## src/rtl/alu8_pipe.sv

```systemverilog
// Handshaked 8-bit ALU: single-cycle ops register on accept, MUL runs an
// 8-step shift-add sequence before presenting its 16-bit product.
module alu8_pipe #(
    parameter int DATA_W = 8
) (
    input  logic              clk,
    input  logic              rst,
    input  logic              in_valid,
    output logic              in_ready,
    input  logic [3:0]        op,
    input  logic [DATA_W-1:0] a,
    input  logic [DATA_W-1:0] b,
    output logic              out_valid,
    input  logic              out_ready,
    output logic [DATA_W-1:0] result,
    output logic [DATA_W-1:0] result_hi,
    output logic [4:0]        flags
);
    localparam int W = DATA_W;

    localparam logic [3:0] OP_ADD = 4'd0;
    localparam logic [3:0] OP_SUB = 4'd1;
    localparam logic [3:0] OP_AND = 4'd2;
    localparam logic [3:0] OP_OR  = 4'd3;
    localparam logic [3:0] OP_XOR = 4'd4;
    localparam logic [3:0] OP_NOT = 4'd5;
    localparam logic [3:0] OP_SHL = 4'd6;
    localparam logic [3:0] OP_SHR = 4'd7;
    localparam logic [3:0] OP_ROL = 4'd8;
    localparam logic [3:0] OP_ROR = 4'd9;
    localparam logic [3:0] OP_INC = 4'd10;
    localparam logic [3:0] OP_DEC = 4'd11;
    localparam logic [3:0] OP_MUL = 4'd12;
    localparam logic [3:0] OP_CMP = 4'd13;

    typedef enum logic [1:0] {S_IDLE, S_MUL, S_HOLD} state_e;

    state_e         state, state_nxt;
    logic           accept, consume, mul_last;
    logic [W-1:0]   diff, alu_res, flag_src;
    logic [W:0]     sum;
    logic           c_bit, v_bit, err_bit;
    logic [4:0]     alu_flags;
    logic [2*W-1:0] mcand, acc, acc_nxt;
    logic [W-1:0]   mplr;
    logic [2:0]     cnt;

    assign out_valid = (state == S_HOLD);
    assign in_ready  = !rst && ((state == S_IDLE) || (state == S_HOLD && out_ready));
    assign accept    = in_valid && in_ready;
    assign consume   = out_valid && out_ready;
    assign mul_last  = (state == S_MUL) && (cnt == 3'd7);
    assign diff      = a - b;

    // NOTE: every always_comb output gets a default first so no path infers a latch.
    always_comb begin
        sum     = '0;
        alu_res = '0;
        c_bit   = 1'b0;
        v_bit   = 1'b0;
        err_bit = 1'b0;
        case (op)
            OP_ADD: begin
                sum     = {1'b0, a} + {1'b0, b};
                alu_res = sum[W-1:0];
                c_bit   = sum[W];
                v_bit   = (a[W-1] == b[W-1]) && (alu_res[W-1] != a[W-1]);
            end
            OP_SUB, OP_CMP: begin
                alu_res = (op == OP_CMP) ? a : diff;
                c_bit   = (a >= b);
                v_bit   = (a[W-1] != b[W-1]) && (diff[W-1] != a[W-1]);
            end
            OP_AND: alu_res = a & b;
            OP_OR:  alu_res = a | b;
            OP_XOR: alu_res = a ^ b;
            OP_NOT: alu_res = ~a;
            OP_SHL: begin alu_res = {a[W-2:0], 1'b0};   c_bit = a[W-1]; end
            OP_SHR: begin alu_res = {1'b0, a[W-1:1]};   c_bit = a[0];   end
            OP_ROL: begin alu_res = {a[W-2:0], a[W-1]}; c_bit = a[W-1]; end
            OP_ROR: begin alu_res = {a[0], a[W-1:1]};   c_bit = a[0];   end
            OP_INC: begin
                sum     = {1'b0, a} + {{W{1'b0}}, 1'b1};
                alu_res = sum[W-1:0];
                c_bit   = sum[W];
                v_bit   = !a[W-1] && alu_res[W-1];
            end
            OP_DEC: begin
                alu_res = a - {{(W-1){1'b0}}, 1'b1};
                c_bit   = |a;
                v_bit   = a[W-1] && !alu_res[W-1];
            end
            OP_MUL:  ;
            default: err_bit = 1'b1;
        endcase
        // CMP reports flags of the difference while passing a through.
        flag_src  = (op == OP_CMP) ? diff : alu_res;
        alu_flags = {err_bit, v_bit, flag_src[W-1], (flag_src == '0), c_bit};
    end

    assign acc_nxt = mplr[0] ? (acc + mcand) : acc;

    always_comb begin
        state_nxt = state;
        case (state)
            S_IDLE: if (accept) state_nxt = (op == OP_MUL) ? S_MUL : S_HOLD;
            S_MUL:  if (mul_last) state_nxt = S_HOLD;
            S_HOLD: begin
                if (accept)       state_nxt = (op == OP_MUL) ? S_MUL : S_HOLD;
                else if (consume) state_nxt = S_IDLE;
            end
            default: state_nxt = S_IDLE;
        endcase
    end

    // NOTE: sequential state uses non-blocking assignments so every register samples pre-edge values.
    always_ff @(posedge clk) begin
        if (rst) state <= S_IDLE;
        else     state <= state_nxt;
    end

    always_ff @(posedge clk) begin
        if (rst) begin
            result    <= '0;
            result_hi <= '0;
            flags     <= '0;
            mcand     <= '0;
            mplr      <= '0;
            acc       <= '0;
            cnt       <= '0;
        end else if (accept) begin
            if (op == OP_MUL) begin
                mcand <= {{W{1'b0}}, a};
                mplr  <= b;
                acc   <= '0;
                cnt   <= '0;
            end else begin
                result    <= alu_res;
                result_hi <= '0;
                flags     <= alu_flags;
            end
        end else if (state == S_MUL) begin
            acc   <= acc_nxt;
            mcand <= mcand << 1;
            mplr  <= mplr >> 1;
            cnt   <= cnt + 3'd1;
            if (mul_last) begin
                result    <= acc_nxt[W-1:0];
                result_hi <= acc_nxt[2*W-1:W];
                flags     <= {1'b0, 1'b0, acc_nxt[2*W-1], (acc_nxt == '0), |acc_nxt[2*W-1:W]};
            end
        end
    end
endmodule

```

## config.mk

```make
export PLATFORM = sky130hd
export DESIGN_NAME = alu8_pipe
export DESIGN_NICKNAME = d
export VERILOG_FILES = /design/src/rtl/alu8_pipe.sv
export SDC_FILE = /design/constraint.sdc
export NUM_CORES = 1
export LEC_CHECK = 0
export ABC_CLOCK_PERIOD_IN_PS = 4110
export CORE_MARGIN = 4
export CORE_UTILIZATION = 61
export CTS_BUF_LIST = sky130_fd_sc_hd__clkbuf_2 sky130_fd_sc_hd__clkbuf_4 sky130_fd_sc_hd__clkbuf_8
export CTS_CLUSTER_SIZE = 10
export DETAILED_ROUTE_END_ITERATION = 7
export HOLD_SLACK_MARGIN = 0.12
export PLACE_DENSITY = 0.83
export SYNTH_ARGS = -nofsm -noshare
export SYNTH_HDL_FRONTEND = slang
export SYNTH_SLANG_ARGS = --single-unit
```

## constraint.sdc

```tcl
create_clock -name clk -period 4.11 [get_ports clk]
set_input_delay 0.822 -clock clk [delete_from_list [all_inputs] [get_ports clk]]
set_output_delay 0.822 -clock clk [all_outputs]
set_load 0.01 [all_outputs]
```

Word level (Yosys, flattened, before mapping)

Cells that the tools add are included.

Output and inout bits: 23
Input port bits: 24
Logic and storage cells: 108
Flip-flop bits (word level): 66

Mux-type cells: 37
Bitwise gates (word level): 4
Equality and inequality tests: 25
Reductions and logical operators: 27
$lt $le $gt $ge: 1
Add/sub/neg operators: 6

Operators with widths:

| cell                                                                   | count |
|---|---|
| 16-bit two-way mux                                                     | 7 |
| 8-bit two-way mux                                                      | 13 |
| 8-bit one-hot mux with 12 select lines                                 | 1 |
| 4-bit equality test (second input constant)                            | 6 |
| 5-bit two-way mux                                                      | 4 |
| 16-bit adder                                                           | 1 |
| 4-bit by 3-bit equality test with 1-bit output (second input constant) | 4 |
| 16-bit logical NOT                                                     | 1 |
| 8-bit OR reduction                                                     | 2 |
| 13-bit OR reduction                                                    | 1 |
| 2-bit two-way mux                                                      | 5 |
| 8-bit by 1-bit adder with 9-bit output (second input constant)         | 1 |
| 8-bit by 8-bit adder with 9-bit output                                 | 1 |
| 3-bit two-way mux                                                      | 3 |
| 8-bit bitwise AND                                                      | 1 |
| 4-bit by 2-bit equality test with 1-bit output (second input constant) | 2 |
| 8-bit greater-or-equal comparator                                      | 1 |
| 1-bit logical AND                                                      | 8 |
| 8-bit logical NOT                                                      | 1 |
| 8-bit inverter                                                         | 1 |
| 8-bit bitwise OR                                                       | 1 |
| 8-bit by 1-bit subtractor with 8-bit output (second input constant)    | 1 |
| 8-bit subtractor                                                       | 1 |
| 8-bit XOR                                                              | 1 |
| other kinds (22)                                                       | 32 |

Longest topological paths before layout

Depth in word-level cells: 7
Gate-level depth with buffers: 13
Depth with buffers taken out: 12

Worst setup path before layout

Ideal clock, no wire load.

Kind: input-to-reg
From: in a[0]
To: reg flags[1]
Slack: 0.579 ns
Buffers on the path: 1
Setup time: 0.096 ns
Required time: 4.014 ns
Cell stages on the path: 12
Arrival time: 3.435 ns
Cells stage by stage: clkbuf_1 inv_1 ha_1 fa_1 or2_2 a221oi_1 mux2i_1 o22ai_1 o31a_1 nor4_1 a32oi_1 o41ai_2

Cells in the longest elaborated chain, start to end: 7
Elaborated cells on any way between the ends: 14
Classes of those cells: add/sub: 4; mux: 5; bitwise: 4; reduce/logical: 1

Ends and longest elaborated chain:

| element                                | RTL line | RTL |
|---|---|---|
| from (decl)                            | 11       | `input logic [DATA_W-1:0] a,` |
| 8-bit subtractor                       | 53       | `assign diff = a - b;` |
| 8-bit two-way mux                      | 70       | `alu_res = (op == OP_CMP) ? a : diff;` |
| 8-bit one-hot mux with 12 select lines | 62       | `case (op)` |
| 8-bit two-way mux *                    | 97       | `flag_src = (op == OP_CMP) ? diff : alu_res;` |
| 8-bit logical NOT *                    | 98       | `alu_flags = {err_bit, v_bit, flag_src[W-1], (flag_src == '0), c_bit};` |
| 5-bit two-way mux *                    | 132      | `if (op == OP_MUL) begin` |
| 5-bit two-way mux *                    | 131      | `end else if (accept) begin` |
| to (signal assigned)                   | 140      | `flags <= alu_flags;` |
| to (signal assigned)                   | 150      | `flags <= {1'b0, 1'b0, acc_nxt[2*W-1], (acc_nxt == '0), \|acc_nxt[2*W-1:W]};` |
| to (decl)                              | 17       | `output logic [4:0] flags` |

Mark *: on every way between the ends. The rest lies on a longest branch, timed or not. The select of a mux whose other input is x is not followed.
A chain may end at the register's enable or synchronous reset.

Final worst setup path

Ends and elaborated chain as after synthesis.

==> flow_results.org <==
** Placement
- Input/output buffers :: 46
- HPWL reported at the end of detailed placement :: 14.37 mm
- Post-placement setup slack :: 0.09689 ns
- Placed Instances :: 956
- Placer's final routability congestion estimate :: 1.020
- Placed standard-cell area :: 6580 um2

** Floorplan
- From left edge to right edge, the die measures 106.8 um.
- Die Y :: 106.8 um
- During I/O placement, the number of pins put on the boundary was 47.
- Total die area :: 11410 um2
- After floorplanning, the core was sized to cover 9371 um2.
- Row count :: 35
- The initial utilization of the core area, before any placement, comes to 63.55%.

** Clocking
- In this run the deepest clock path goes through 2 buffers.
- Clock insertion delay at the later pin of the skew report :: 0.34 ns
- In this run the clock root is driven by a sky130_fd_sc_hd__clkbuf_8.
- Number of resized instances in the post-cts repair step :: 0
- Register clock-pin slew on the reported worst setup and hold paths :: 0.07 ns
- Buffers inserted to repair hold after CTS numbered 0.
- Buffers inserted during clock tree synthesis total 9.
- Clock tree synthesis found a total of 66 sinks.
- CTS HTree Levels :: 3
- In this run the post-CTS setup repair buffer count came out at 0.
- TritonCTS built the clock tree.

** Final layout
- Share of final-layout standard cells stronger than drive strength 1 :: 9.015%
- The number of antenna diodes in the final layout is 0.
- Final Cell Area :: 6789 um2
- In the final layout, flip-flops and latches occupy 1321 um2.
- Cells fill 72.44% of the core in the end.
- Area added between synthesis and finish :: 13.99%
- The finished layout holds 972 standard cells, fillers aside.
- Combined area of the multi-input logic cells :: 4267 um2
- Number of fillers in the final layout :: 778
- At the end of the flow, the number of nets in the layout was 915.

** Yosys
- The synthesized netlist devotes 11.51% of its cell area to adder and majority cells.
- Sequential-to-total area share from yosys stat :: 22.18%
- The synthesized netlist contains 73 unique library cells.
- Ys Warns :: 0
- Mapped Area :: 5956 um2
- Measured against the total synthesized area, the mux share comes to 5.147%.
- Compound-cell area share of the yosys netlist :: 27.31%
- Mapped Nets :: 885
- Number of enable flip-flop cells after synthesis :: 0
- After synthesis the netlist holds a flip-flop and latch count of 66.
- Post-Synth Simple-Gate Area :: 25.17%
- After Yosys synthesis, XOR and XNOR cells account for 2.500% of the synthesized area.
- The average instance in the mapped netlist occupies 7.371 um2.
- Cell count after synthesis :: 808
- Of all flip-flops after synthesis, the portion carrying an async set or reset was 0%.
- Dominant combinational cell family by area after synthesis :: compound AO/OA/AOI/OAI gates
- Among all flip-flop cells after synthesis, the most frequent one is sky130_fd_sc_hd__dfxtp_1.

** Run status
- The flow ran to the end, and the final reports show no timing, DRC or antenna violations.

** Route
- Dividing the detail-routed wire length by the instance count gives 19.96 um.
- Final wirelength :: 19.40 mm
- For this block, the initial DRC count from the detailed router was 666.
- The detail route stage leaves a number of antenna-violating nets equal to 0.
- For this run, design rule violations remaining after detail routing come to 0.
- Average via count per standard cell :: 6.676
- Summing over every cut layer, the via total after detailed routing is 6489.
- First-pass iteration count of the detailed router :: 7

** Global route
- Global-route wire length before repair :: 30.71 mm
- Global routing finished with a remaining overflow of 0.
- Pin count of the biggest net entering global routing :: 68
- For this run, the total global-route usage over all layers was measured as 33.58%.
- Initial antenna violation count :: 0
- The via count of the first global-routing pass came to 6002.

** STA
- Setup violations remaining at the end of the flow were counted as 0.
- The worst pin sits at a relative slew slack of 35.59%.
- Setup repair after global routing left no endpoint under its margin.
- Final TNS setup :: 0 ns
- Number of hold violations in the final report :: 0
- The clock arrives with 0.008154 ns of skew.
- After layout, the worst setup slack is 0.3335 ns.
- Final critical-path required period :: 3.776 ns
- At the pin with the least slew margin, the transition time is 0.9588 ns.
- Share of the cycle needed by the critical path after routing :: 91.88%
- Smallest hold slack :: 0.4566 ns
- Based on the critical path, the design can be clocked at up to 264.8 MHz.
- The final-report max-slew violation count was 0.

** Critical path
- The number of cells on the worst reg-to-reg path is 10.
- Worst setup startpoint :: a[0]
- The critical path in this run is classified as in -> reg.
- End point of the critical path :: flags[1]
- The endpoint identified for the worst register-to-register timing path is flags[1].
- STA puts the critical path data arrival time at 4.02 ns.
- In this run the worst path has a maximum fanout of 5.
- Startpoint of the worst-slack reg-to-reg timing path :: mcand[0]
- The worst setup path is captured at a flip-flop.
- Critical path data required time :: 4.35 ns
- In this run the register-to-register setup slack is 0.57 ns.
- Startpoint type of the worst setup path :: input port

** Min path
- Min-delay worst type :: reg -> reg

** Power
- VDD sags by at most 0.2483 mV.
- Summing internal, switching and leakage power gives 1.684 mW.
- Power density cells :: 248.1 nW/um2
- The analysis attributes to cell leakage a power of 2.635 nW.

** Flow run
- Count of maximum capacitance violations :: 0
per-layer routing:
| metal | vias to the layer above | GRT usage, % | part of all wire [%] |
|---|---|---|---|
| li1 | 3007 | - | - |
| met4 | 0 | 11.23 | 3.3 |
| met5 | - | 0.9524 | 0 |
| met3 | 61 | 10.05 | 12 |
| met1 | 3005 | 45.36 | 42 |
| met2 | 416 | 51.08 | 42 |
layout make-up:
| class | count | area share [%] |
|---|---|---|
| clock inverter | 2 | 0.5160 |
| clock buffer | 14 | 2.562 |
| multi-input combinational | 646 | 62.85 |
| timing repair buffer | 77 | 10.14 |
| sequential | 66 | 19.46 |
| tap | 129 | 2.377 |
| inverter | 38 | 2.101 |
placed cells by master, fill, tap and decap left out, drive strengths merged, types with 6 or more instances in the layout:
| cell type | netlist | final |
|---|---|---|
| nand2 | 98 | 98 |
| nor2 | 85 | 85 |
| a21oi | 68 | 68 |
| dfxtp | 66 | 66 |
| ha | 50 | 50 |
| clkdlybuf4s50 | 0 | 45 |
| inv | 37 | 37 |
| nand3 | 33 | 33 |
| buf | 8 | 32 |
| o21ai | 27 | 27 |
| nor3 | 19 | 19 |
| mux2i | 19 | 19 |
| a311oi | 16 | 16 |
| a31oi | 14 | 14 |
| clkbuf | 50 | 14 |
| xnor2 | 13 | 13 |
| o22ai | 13 | 13 |
| a22oi | 11 | 11 |
| nor2b | 10 | 10 |
| mux2 | 10 | 10 |
| nor3b | 9 | 9 |
| o211ai | 9 | 9 |
| a211oi | 8 | 8 |
| o21bai | 8 | 8 |
| nand2b | 8 | 8 |
| a221oi | 7 | 7 |
| or3 | 7 | 7 |
| and3 | 6 | 6 |
registers in the layout (all words and copies together) (netlist names):
name       count
acc           16
cnt            3
flags          5
mcand         16
mplr           8
result         8
result_hi      8
state          2
where the power goes:
part	internal (mW)	switching [mW]
clock	0.334	0.246
sequential	0.652	0.0126
combinational	0.175	0.265
cells by family after synthesis:
family / Yosys count
xor gates and xnor gates: 17
adders and majority gates: 53
and+or+nand+nor: 314
AOI/OAI and AO/OA: 233
buffers and inverters: 96
DFF: 66
muxes: 29
worst min-delay path by stage:
| stage | depth (start not counted) | slack (ns) | endpoint | startpoint |
|---|---|---|---|---|
| 2_1_floorplan | 2 | 0.45 | mplr[7] | mplr[7] |
| 3_3_place_gp | 2 | 0.44 | result_hi[7] | result_hi[7] |
| 3_5_place_dp | 2 | 0.45 | result_hi[7] | result_hi[7] |
| 5_1_grt | 2 | 0.48 | result_hi[7] | result_hi[7] |
| 4_1_cts | 2 | 0.46 | result_hi[7] | result_hi[7] |
| 6_report | 2 | 0.46 | result_hi[7] | result_hi[7] |
cell usage after synthesis, drive strengths merged (5+ instances only):
cell | instances | area, um2
mux2i | 19 | 190.2
a221oi | 7 | 61.31
xnor2 | 13 | 113.9
ha | 50 | 625.6
nand2 | 98 | 367.9
nand4 | 5 | 31.28
nor3 | 19 | 95.09
nor2 | 85 | 319.1
and3 | 6 | 37.54
nand3b | 5 | 37.54
or3 | 7 | 43.79
clkbuf | 50 | 187.7
nand3 | 33 | 165.2
o21a | 5 | 37.54
o31ai | 5 | 37.54
mux2 | 10 | 116.4
a21o | 5 | 37.54
a21oi | 68 | 366.6
o22ai | 13 | 87.58
a31oi | 14 | 87.58
a211oi | 8 | 60.06
a311oi | 16 | 140.1
nand2b | 8 | 50.05
dfxtp | 66 | 1321
o21bai | 8 | 60.06
inv | 37 | 138.9
nor4 | 5 | 31.28
nor2b | 10 | 62.56
nor3b | 9 | 67.56
buf | 8 | 37.54
and2 | 5 | 31.28
a22oi | 11 | 82.58
o211ai | 9 | 81.33
o21ai | 27 | 135.1
or4 | 5 | 41.29
worst max-delay path: stages:
cell                              delay, ns
sky130_fd_sc_hd__clkdlybuf4s50_1       0.47
sky130_fd_sc_hd__inv_1                 0.10
sky130_fd_sc_hd__ha_1                  0.26
sky130_fd_sc_hd__fa_1                  0.43
sky130_fd_sc_hd__or2_2                 0.30
sky130_fd_sc_hd__a221oi_1              0.43
sky130_fd_sc_hd__mux2i_1               0.26
sky130_fd_sc_hd__o22ai_1               0.10
sky130_fd_sc_hd__o31a_1                0.28
sky130_fd_sc_hd__nor4_1                0.32
sky130_fd_sc_hd__a32oi_1               0.16
sky130_fd_sc_hd__o41ai_2               0.07
(Power assumes the default switching activity.)
